===== src/rtl/nibble_adder_seq.sv =====
// nibble_adder_seq: computes a WIDTH-bit add or subtract over NIB = WIDTH/4
// cycles. A single 4-bit carry-lookahead slice is reused, one nibble per cycle,
// LSB nibble first. The slice carry-out is held in a register between nibbles.
// Optional feature macro: NIBBLE_ADDER_SEQ_FLAGS_EN adds the zero/ovf flag ports.

// 4-bit carry-lookahead adder slice
module nibble_adder_seq_cla4 (
  input  logic [3:0] i_a,
  input  logic [3:0] i_b,
  input  logic       i_c,
  output logic [3:0] o_s,
  output logic       o_c
);
  logic [3:0] w_g;
  logic [3:0] w_p;
  logic [4:0] w_c;

  assign w_g = i_a & i_b;
  assign w_p = i_a ^ i_b;

  // Every carry is flattened in terms of generate/propagate and the carry-in
  always_comb begin
    w_c[0] = i_c;
    w_c[1] = w_g[0] | (w_p[0] & i_c);
    w_c[2] = w_g[1] | (w_p[1] & w_g[0]) | (w_p[1] & w_p[0] & i_c);
    w_c[3] = w_g[2] | (w_p[2] & w_g[1]) | (w_p[2] & w_p[1] & w_g[0])
           | (w_p[2] & w_p[1] & w_p[0] & i_c);
    w_c[4] = w_g[3] | (w_p[3] & w_g[2]) | (w_p[3] & w_p[2] & w_g[1])
           | (w_p[3] & w_p[2] & w_p[1] & w_g[0])
           | (w_p[3] & w_p[2] & w_p[1] & w_p[0] & i_c);
  end

  assign o_s = w_p ^ w_c[3:0];
  assign o_c = w_c[4];
endmodule

module nibble_adder_seq #(
  parameter int WIDTH = 16
) (
  input  logic             clk,
  input  logic             rst_n,
  input  logic             i_in_valid,
  output logic             o_in_ready,
  input  logic [WIDTH-1:0] i_a,
  input  logic [WIDTH-1:0] i_b,
  input  logic             i_sub,
  input  logic             i_cin,
  output logic             o_out_valid,
  input  logic             i_out_ready,
  output logic [WIDTH-1:0] o_sum,
  output logic             o_cout
`ifdef NIBBLE_ADDER_SEQ_FLAGS_EN
  ,
  output logic             o_zero,
  output logic             o_ovf
`endif
);
  localparam int NIB = WIDTH / 4;
  // The counter keeps at least one bit so that WIDTH = 4 still elaborates
  localparam int CW = (NIB > 1) ? $clog2(NIB) : 1;
  localparam logic [CW-1:0] LAST = CW'(NIB - 1);

  typedef enum logic [1:0] {
    S_IDLE = 2'd0,
    S_RUN  = 2'd1,
    S_DONE = 2'd2
  } state_t;

  state_t           r_state;
  logic             r_in_ready;
  logic             r_out_valid;
  logic [WIDTH-1:0] r_a;
  logic [WIDTH-1:0] r_b;
  logic [WIDTH-1:0] r_sum;
  logic             r_carry;
  logic             r_cout;
  logic [CW-1:0]    r_cnt;

  logic [3:0]       w_s;
  logic             w_c;
  logic [WIDTH-1:0] w_sum_next;

  nibble_adder_seq_cla4 u_cla (
    .i_a (r_a[3:0]),
    .i_b (r_b[3:0]),
    .i_c (r_carry),
    .o_s (w_s),
    .o_c (w_c)
  );

  // New nibble enters the result from the top; WIDTH = 4 has nothing to shift
  generate
    if (NIB > 1) begin : g_shift
      assign w_sum_next = {w_s, r_sum[WIDTH-1:4]};
    end else begin : g_single
      assign w_sum_next = w_s;
    end
  endgenerate

`ifdef NIBBLE_ADDER_SEQ_FLAGS_EN
  logic r_zero;
  logic r_ovf;
`endif

  // Sequencer FSM: accept operands, run one nibble per cycle, hold the result
  always_ff @(posedge clk or negedge rst_n) begin
    if (!rst_n) begin
      r_state     <= S_IDLE;
      r_in_ready  <= 1'b1;
      r_out_valid <= 1'b0;
      r_a         <= '0;
      r_b         <= '0;
      r_sum       <= '0;
      r_carry     <= 1'b0;
      r_cout      <= 1'b0;
      r_cnt       <= '0;
`ifdef NIBBLE_ADDER_SEQ_FLAGS_EN
      r_zero      <= 1'b0;
      r_ovf       <= 1'b0;
`endif
    end else begin
      case (r_state)
        S_IDLE: begin
          if (i_in_valid) begin
            // Subtract is A + ~B + 1; the external carry-in is ignored then
            r_a        <= i_a;
            r_b        <= i_sub ? ~i_b : i_b;
            r_carry    <= i_sub ? 1'b1 : i_cin;
            r_cnt      <= '0;
            r_state    <= S_RUN;
            r_in_ready <= 1'b0;
          end
        end
        S_RUN: begin
          r_sum   <= w_sum_next;
          r_a     <= r_a >> 4;
          r_b     <= r_b >> 4;
          r_carry <= w_c;
          r_cnt   <= r_cnt + 1'b1;
          if (r_cnt == LAST) begin
            r_state     <= S_DONE;
            r_out_valid <= 1'b1;
            r_cout      <= w_c;
`ifdef NIBBLE_ADDER_SEQ_FLAGS_EN
            // The operand MSBs sit in bit 3 of the shift registers right now
            r_zero      <= (w_sum_next == '0);
            r_ovf       <= (r_a[3] == r_b[3]) & (w_s[3] != r_a[3]);
`endif
          end
        end
        S_DONE: begin
          if (i_out_ready) begin
            r_state     <= S_IDLE;
            r_out_valid <= 1'b0;
            r_in_ready  <= 1'b1;
          end
        end
        default: begin
          r_state     <= S_IDLE;
          r_out_valid <= 1'b0;
          r_in_ready  <= 1'b1;
        end
      endcase
    end
  end

  assign o_in_ready  = r_in_ready;
  assign o_out_valid = r_out_valid;
  assign o_sum       = r_sum;
  assign o_cout      = r_cout;
`ifdef NIBBLE_ADDER_SEQ_FLAGS_EN
  assign o_zero      = r_zero;
  assign o_ovf       = r_ovf;
`endif
endmodule


===== config.mk =====
export PLATFORM = sky130hd
export DESIGN_NAME = nibble_adder_seq
export DESIGN_NICKNAME = d
export VERILOG_FILES = /design/src/rtl/nibble_adder_seq.sv
export SDC_FILE = /design/constraint.sdc
export NUM_CORES = 1
export LEC_CHECK = 0
export BUFFER_PORTS_ARGS = -buffer_cell sky130_fd_sc_hd__buf_2
export CORE_UTILIZATION = 54
export CTS_CLUSTER_DIAMETER = 120
export DETAILED_ROUTE_END_ITERATION = 8
export PLACE_DENSITY = 0.77
export REMOVE_ABC_BUFFERS = 1
export SLEW_MARGIN = 0
export SYNTH_ARGS = -nofsm -noshare
export SYNTH_HDL_FRONTEND = slang
export SYNTH_SLANG_ARGS = --single-unit
export TNS_END_PERCENT = 20

===== constraint.sdc =====
create_clock -name clk -period 1.84 [get_ports clk]
set_clock_uncertainty 0.2 [all_clocks]
set_input_delay 0.276 -clock clk [delete_from_list [all_inputs] [get_ports clk]]
set_output_delay 0.276 -clock clk [all_outputs]
set_load 0.005 [all_outputs]

## Yosys cells after proc, flatten, opt, wreduce, memory -nomap -nowiden

Cells that the tools add are included.

| operators by class | value |
|---|---|
| bitwise gates (word level) | 32 |
| equal/unequal tests | 6 |
| add/subtract/negate cells | 1 |
| order comparisons | 0 |
| $mul | 0 |
| shifts and indexed selects | 0 |
| reductions and logical operators | 7 |
| divide/modulo/power cells | 0 |
| multiplexer cells | 20 |

Operators by type and width:

| kind | number |
|---|---|
| 16-bit case mux with 2 select lines | 2 |
| 16-bit two-way mux | 3 |
| 1-bit bitwise AND | 16 |
| 16-bit NOT | 1 |
| 1-bit bitwise OR | 10 |
| 3-bit AND reduction | 3 |
| 2-bit two-way mux | 4 |
| 4-bit XOR | 2 |
| 1-bit two-way mux | 6 |
| 2-bit != test (second input constant) | 3 |
| 1-bit case mux with 3 select lines | 2 |
| 2-bit case mux with 3 select lines | 1 |
| 4-bit bitwise AND | 1 |
| 2-bit equality test (second input constant) | 2 |
| 2-bit case mux with 2 select lines | 1 |
| 2-bit AND reduction | 2 |
| 2-bit by 1-bit adder with 2-bit output (second input constant) | 1 |
| 2-bit by 1-bit equality test with 1-bit output (second input constant) | 1 |
| 2-bit logical NOT | 1 |
| 1-bit NOT | 2 |
| 1-bit case mux with 2 select lines | 1 |
| 2-bit nonzero test | 1 |

| storage, ports and cells | value |
|---|---|
| latch bits | 0 |
| register bits | 56 |
| bits in read-only memories | 0 |
| output and inout bits | 19 |
| memory bits (writable) | 0 |
| memories | 0 |
| input bits | 38 |

## Depth between registers and ports, before layout

| logic depth | value |
|---|---|
| word-level depth | 7 |
| gate-level depth with buffers | 6 |
| depth with buffers taken out | 5 |

## Cells and area by module

A second synthesis with hierarchy kept.

| unflattened totals | value |
|---|---|
| cells, all modules | 244 |
| area total of the unflattened synthesis | 2782.7 sq um |

By module, submodules not included:

| module | area each (sq um) | cells each | instances |
|---|---|---|---|
| nibble_adder_seq | 2635.0 | 227 | 1 |
| nibble_adder_seq_cla4 | 147.6 | 17 | 1 |

## Least setup slack after synthesis

No wires, ideal clock.

| timing path | value |
|---|---|
| path kind | register to register |
| start | register r_a[0] |
| end | register r_cout, in the netlist o_cout |
| clock period less this slack | 1.645 ns |
| setup slack | 0.195 ns |
| setup time | 0.129 ns |
| arrival time | 1.316 ns |
| buffers on the path | 0 |
| cell stages (with the launch flop) | 6 |
| cell sequence | dfrtp_1 -> ha_1 -> a211oi_1 -> o21bai_2 -> a21oi_1 -> a31oi_1 |

| on the way | value |
|---|---|
| cells in the longest elaborated chain, start to end | 4 |
| elaborated cells on any way between the ends | 7 |
| those cells by class | bitwise (7) |

RTL lines:

| element | line | RTL |
|---|---|---|
| start, declared | 72 | `logic [WIDTH-1:0] r_a;` |
| start signal, assigned | 126 | `r_a <= i_a;` |
| start signal, assigned | 136 | `r_a <= r_a >> 4;` |
| 4-bit bitwise AND / 4-bit XOR (equally long branches) | 18, 19 |  |
| 1-bit bitwise AND (on tied branches) | 29, 30 |  |
| 1-bit bitwise OR / 1-bit bitwise AND (equally long branches) | 29, 30 |  |
| 1-bit bitwise OR (*) | 30 | `\| (w_p[3] & w_p[2] & w_p[1] & w_p[0] & i_c);` |
| end signal, assigned | 143 | `r_cout <= w_c;` |
| end, declared | 76 | `logic r_cout;` |

Every way passes the cells marked *; elsewhere a longest branch is shown, timed or not.
A chain may end at the register's enable or synchronous reset.

## Final worst setup path

Ends and elaborated chain as after synthesis.

==> metrics.yaml <==
status: "finished, final reports clean"
cts_max_level: 2
yosys_warnings: 0
grt_pass1_vias: 2136
synth.area.top_cells: "dfrtp_1 49%, nand2_1 7.0%, a21oi_1 5.0%"
drive_gt1_share_pct: 24.9
clockBufferDepth: 2
fp.dieW_um: 73.9
cts_sinks: 56
die_h_um: 73.9
avgSynthCellArea_um2: 9.83
portBuffers: 56
setup_viol: 0
yosysSeqAreaShare_pct: 50.2
power_frac_clock_pct: 13.5
swShare_pct: 39.0
via_per_inst: 5.40
nNetsFinal: 388
drt_first_pass_iters: 4
synthesis.area_um2: 2790
slowest_delay_ns: 0.40
rr_startpoint: "r_a[0]"
grt_max_degree: 26
antenna_found_initial: 0
critical_path_arrival_ns: 1.71
synth_top_area_share_pct: 49.3
p_leak_nw: 1.57
drc: 0
cp_max_fo: 3
r2r_slack_ns: 0.12
insertion_delay_ns: 0.31
path_clk_slew_ns: 0.10
cts_tree: "built"
min_path_type: "input port to flop"
tightestPinTransition_ns: 0.529
final_util_pct: 67.1
r2r_end: "o_cout"
mostFrequentLayoutCells: "56 x buf_2, 55 x dfrtp_1, 52 x nand2_1"
ant_nets: 0
yosys_most_used_dff: "dfrtp_1"
period_needed_ns: 1.72
num_antenna_cells: 0
drv_slew: 0
r2r_cells: 5
hold_viol: 0
worstHoldStart: "i_a[8]"
place_ws_ns: 0.0860
post-route-period-util_pct: 93.3
worst_slack_ns: 0.122
critPathSlowestCell: "dfrtp_1"
synth_enable_flop_cells: 0
share_comb_of_total_power_pct: 46.2
power.switching_w: 0.00213
coreArea_um2: 4850
yosysTopAreaCell: "dfrtp_1"
max-slew-margin-rel_pct: 64.7
totalWireLength_um: 5900
ir_worst_vdd_uv: 806
syn_inst: 284
drtIter0Drc: 142
post-dp-hpwl_um: 4200
initial_core_util_pct: 57.6
maxCapViolCount: 0
crit_chain: "ha_1 > a211oi_2 > o21bai_2 > a21oi_1 > a31oi_1"
dieArea_um2: 5460
ys_seq_elements: 56
hold_depth: 3
track_usage_pct: 23.9
gp_congestion: 0.868
critPathKind: "flop to flop"
final_common_cell: "buf_2"
critPathBufInv: 0
cts_setup_buffers: 0
cp_top_family: "compound AO/OA/AOI/OAI gates"
rows: 25
end_kind: "flop"
p_int_w: 0.00333
grt_pass1_wl_um: 9970
areaGrowthSynthToFinish_pct: 16.5
seq_power_share_pct: 40.3
cts_buffers: 5
hold_path_end: "r_a[8]"
power.density_nw_per_um2: 1680
vias: 2224
synthArstFlopShare_pct: 100
worstPathRequired_ns: 1.83
wl_per_cell_um: 14.3
ios: 57
clock.fmax_mhz: 582
synth_cell_types: 33
cp-start-kind: "flop"
num-fill-cells: 389
gr-total-overflow: 0
rsz0062_at_grt: "false"
root_buffer: "clkbuf_8"
synthesized netlist by cell type (all sizes together) (2+ instances only):
cell,count
xor2,8
nor2,8
dfrtp,55
nand2,52
a21oi,28
o22ai,2
a211oi,2
inv,4
xnor2,10
o21ai,25
buf,19
nor2b,24
ha,5
a22oi,14
o22a,9
nand2b,2
clkbuf,2
a22o,5
worst max path at each step:
stage | endpoint | slack [ns] | from | cells after the start
after floorplan | o_sum[14] | -0.54 | r_state[0] | 3
after global placement | o_cout | 0.14 | r_a[0] | 5
after detailed placement | o_cout | 0.09 | r_a[0] | 5
after CTS | o_cout | 0.05 | r_a[0] | 5
after global routing | o_cout | 0.01 | r_a[0] | 5
final | o_cout | 0.12 | r_a[0] | 5
power groups by stage:
stage | clock [W] | sequential (W) | combinational [W]
after global routing | 0.000784 | 0.00228 | 0.00288
final | 0.000738 | 0.00220 | 0.00252
after CTS | 0.000743 | 0.00220 | 0.00254
after detailed placement | 0 | 0.00222 | 0.00252
after floorplan | 0 | 0.00224 | 0.00153
after global placement | 0 | 0.00220 | 0.00242
worst reg2reg max path: cells and delay by family, from the launching register on:
family / cells / cell delay (ns)
flip-flops: 1 / 0.40
adder cells (fa/ha/maj): 1 / 0.34
AO/OA/AOI/OAI: 4 / 0.66
through the flow:
step / cells / hold slack [ns] / setup TNS [ns] / total power (W) / instance area, um^2
detailed placement: 403 / 0.0851 / 0 / 0.00474 / 3140
finish: 412 / 0.0365 / 0 / 0.00546 / 3250
floorplan: 263 / -0.220 / -12.25 / 0.00376 / 2640
global route: 412 / 0.0518 / 0 / 0.00595 / 3250
CTS: 412 / 0.0398 / 0 / 0.00548 / 3250
global placement: 403 / 0.0767 / 0 / 0.00462 / 3140
timing repair:
action / in CTS / in global routing
hold buffers: 1 / 0
hold endpoints to repair: 18 / 0
gates resized for setup: 0 / 2
setup endpoints to repair: 0 / 3
layer usage:
metal / GRT usage [%] / vias up / share of wire [%]
met5: 0 / - / 0
met4: 4.91 / 0 / 0.83
met1: 31.8 / 1071 / 46
met2: 41.0 / 62 / 48
li1: - / 1086 / -
met3: 4.39 / 5 / 4.3
registers in the layout, summed over array words and instances (netlist names), 2 cells and up:
name     count
o_sum       16
r_a         16
r_b         16
r_cnt        2
r_state      2
layout make-up:
class	instances	area, um^2	share of cell area (%)
inverters	4	15.0	0.461
repair buffers	74	430	13.2
flip-flops and latches	56	1400	43.1
clock buffers	8	100	3.08
multi-input cells	203	1220	37.6
well taps	67	83.8	2.58
cells by family (layout without fill, tap and decap cells):
| logic type | Yosys count | in the layout | share of synthesized area, % |
|---|---|---|---|
| AOI/OAI and AO/OA | 90 | 90 | 20.1 |
| and+or+nand+nor | 89 | 89 | 14.9 |
| DFF | 56 | 56 | 50.2 |
| buffers and inverters | 25 | 86 | 6.18 |
| xor gates and xnor gates | 18 | 18 | 5.65 |
| adders and majority gates | 6 | 6 | 2.96 |
Power figures use the tool's default switching activity.
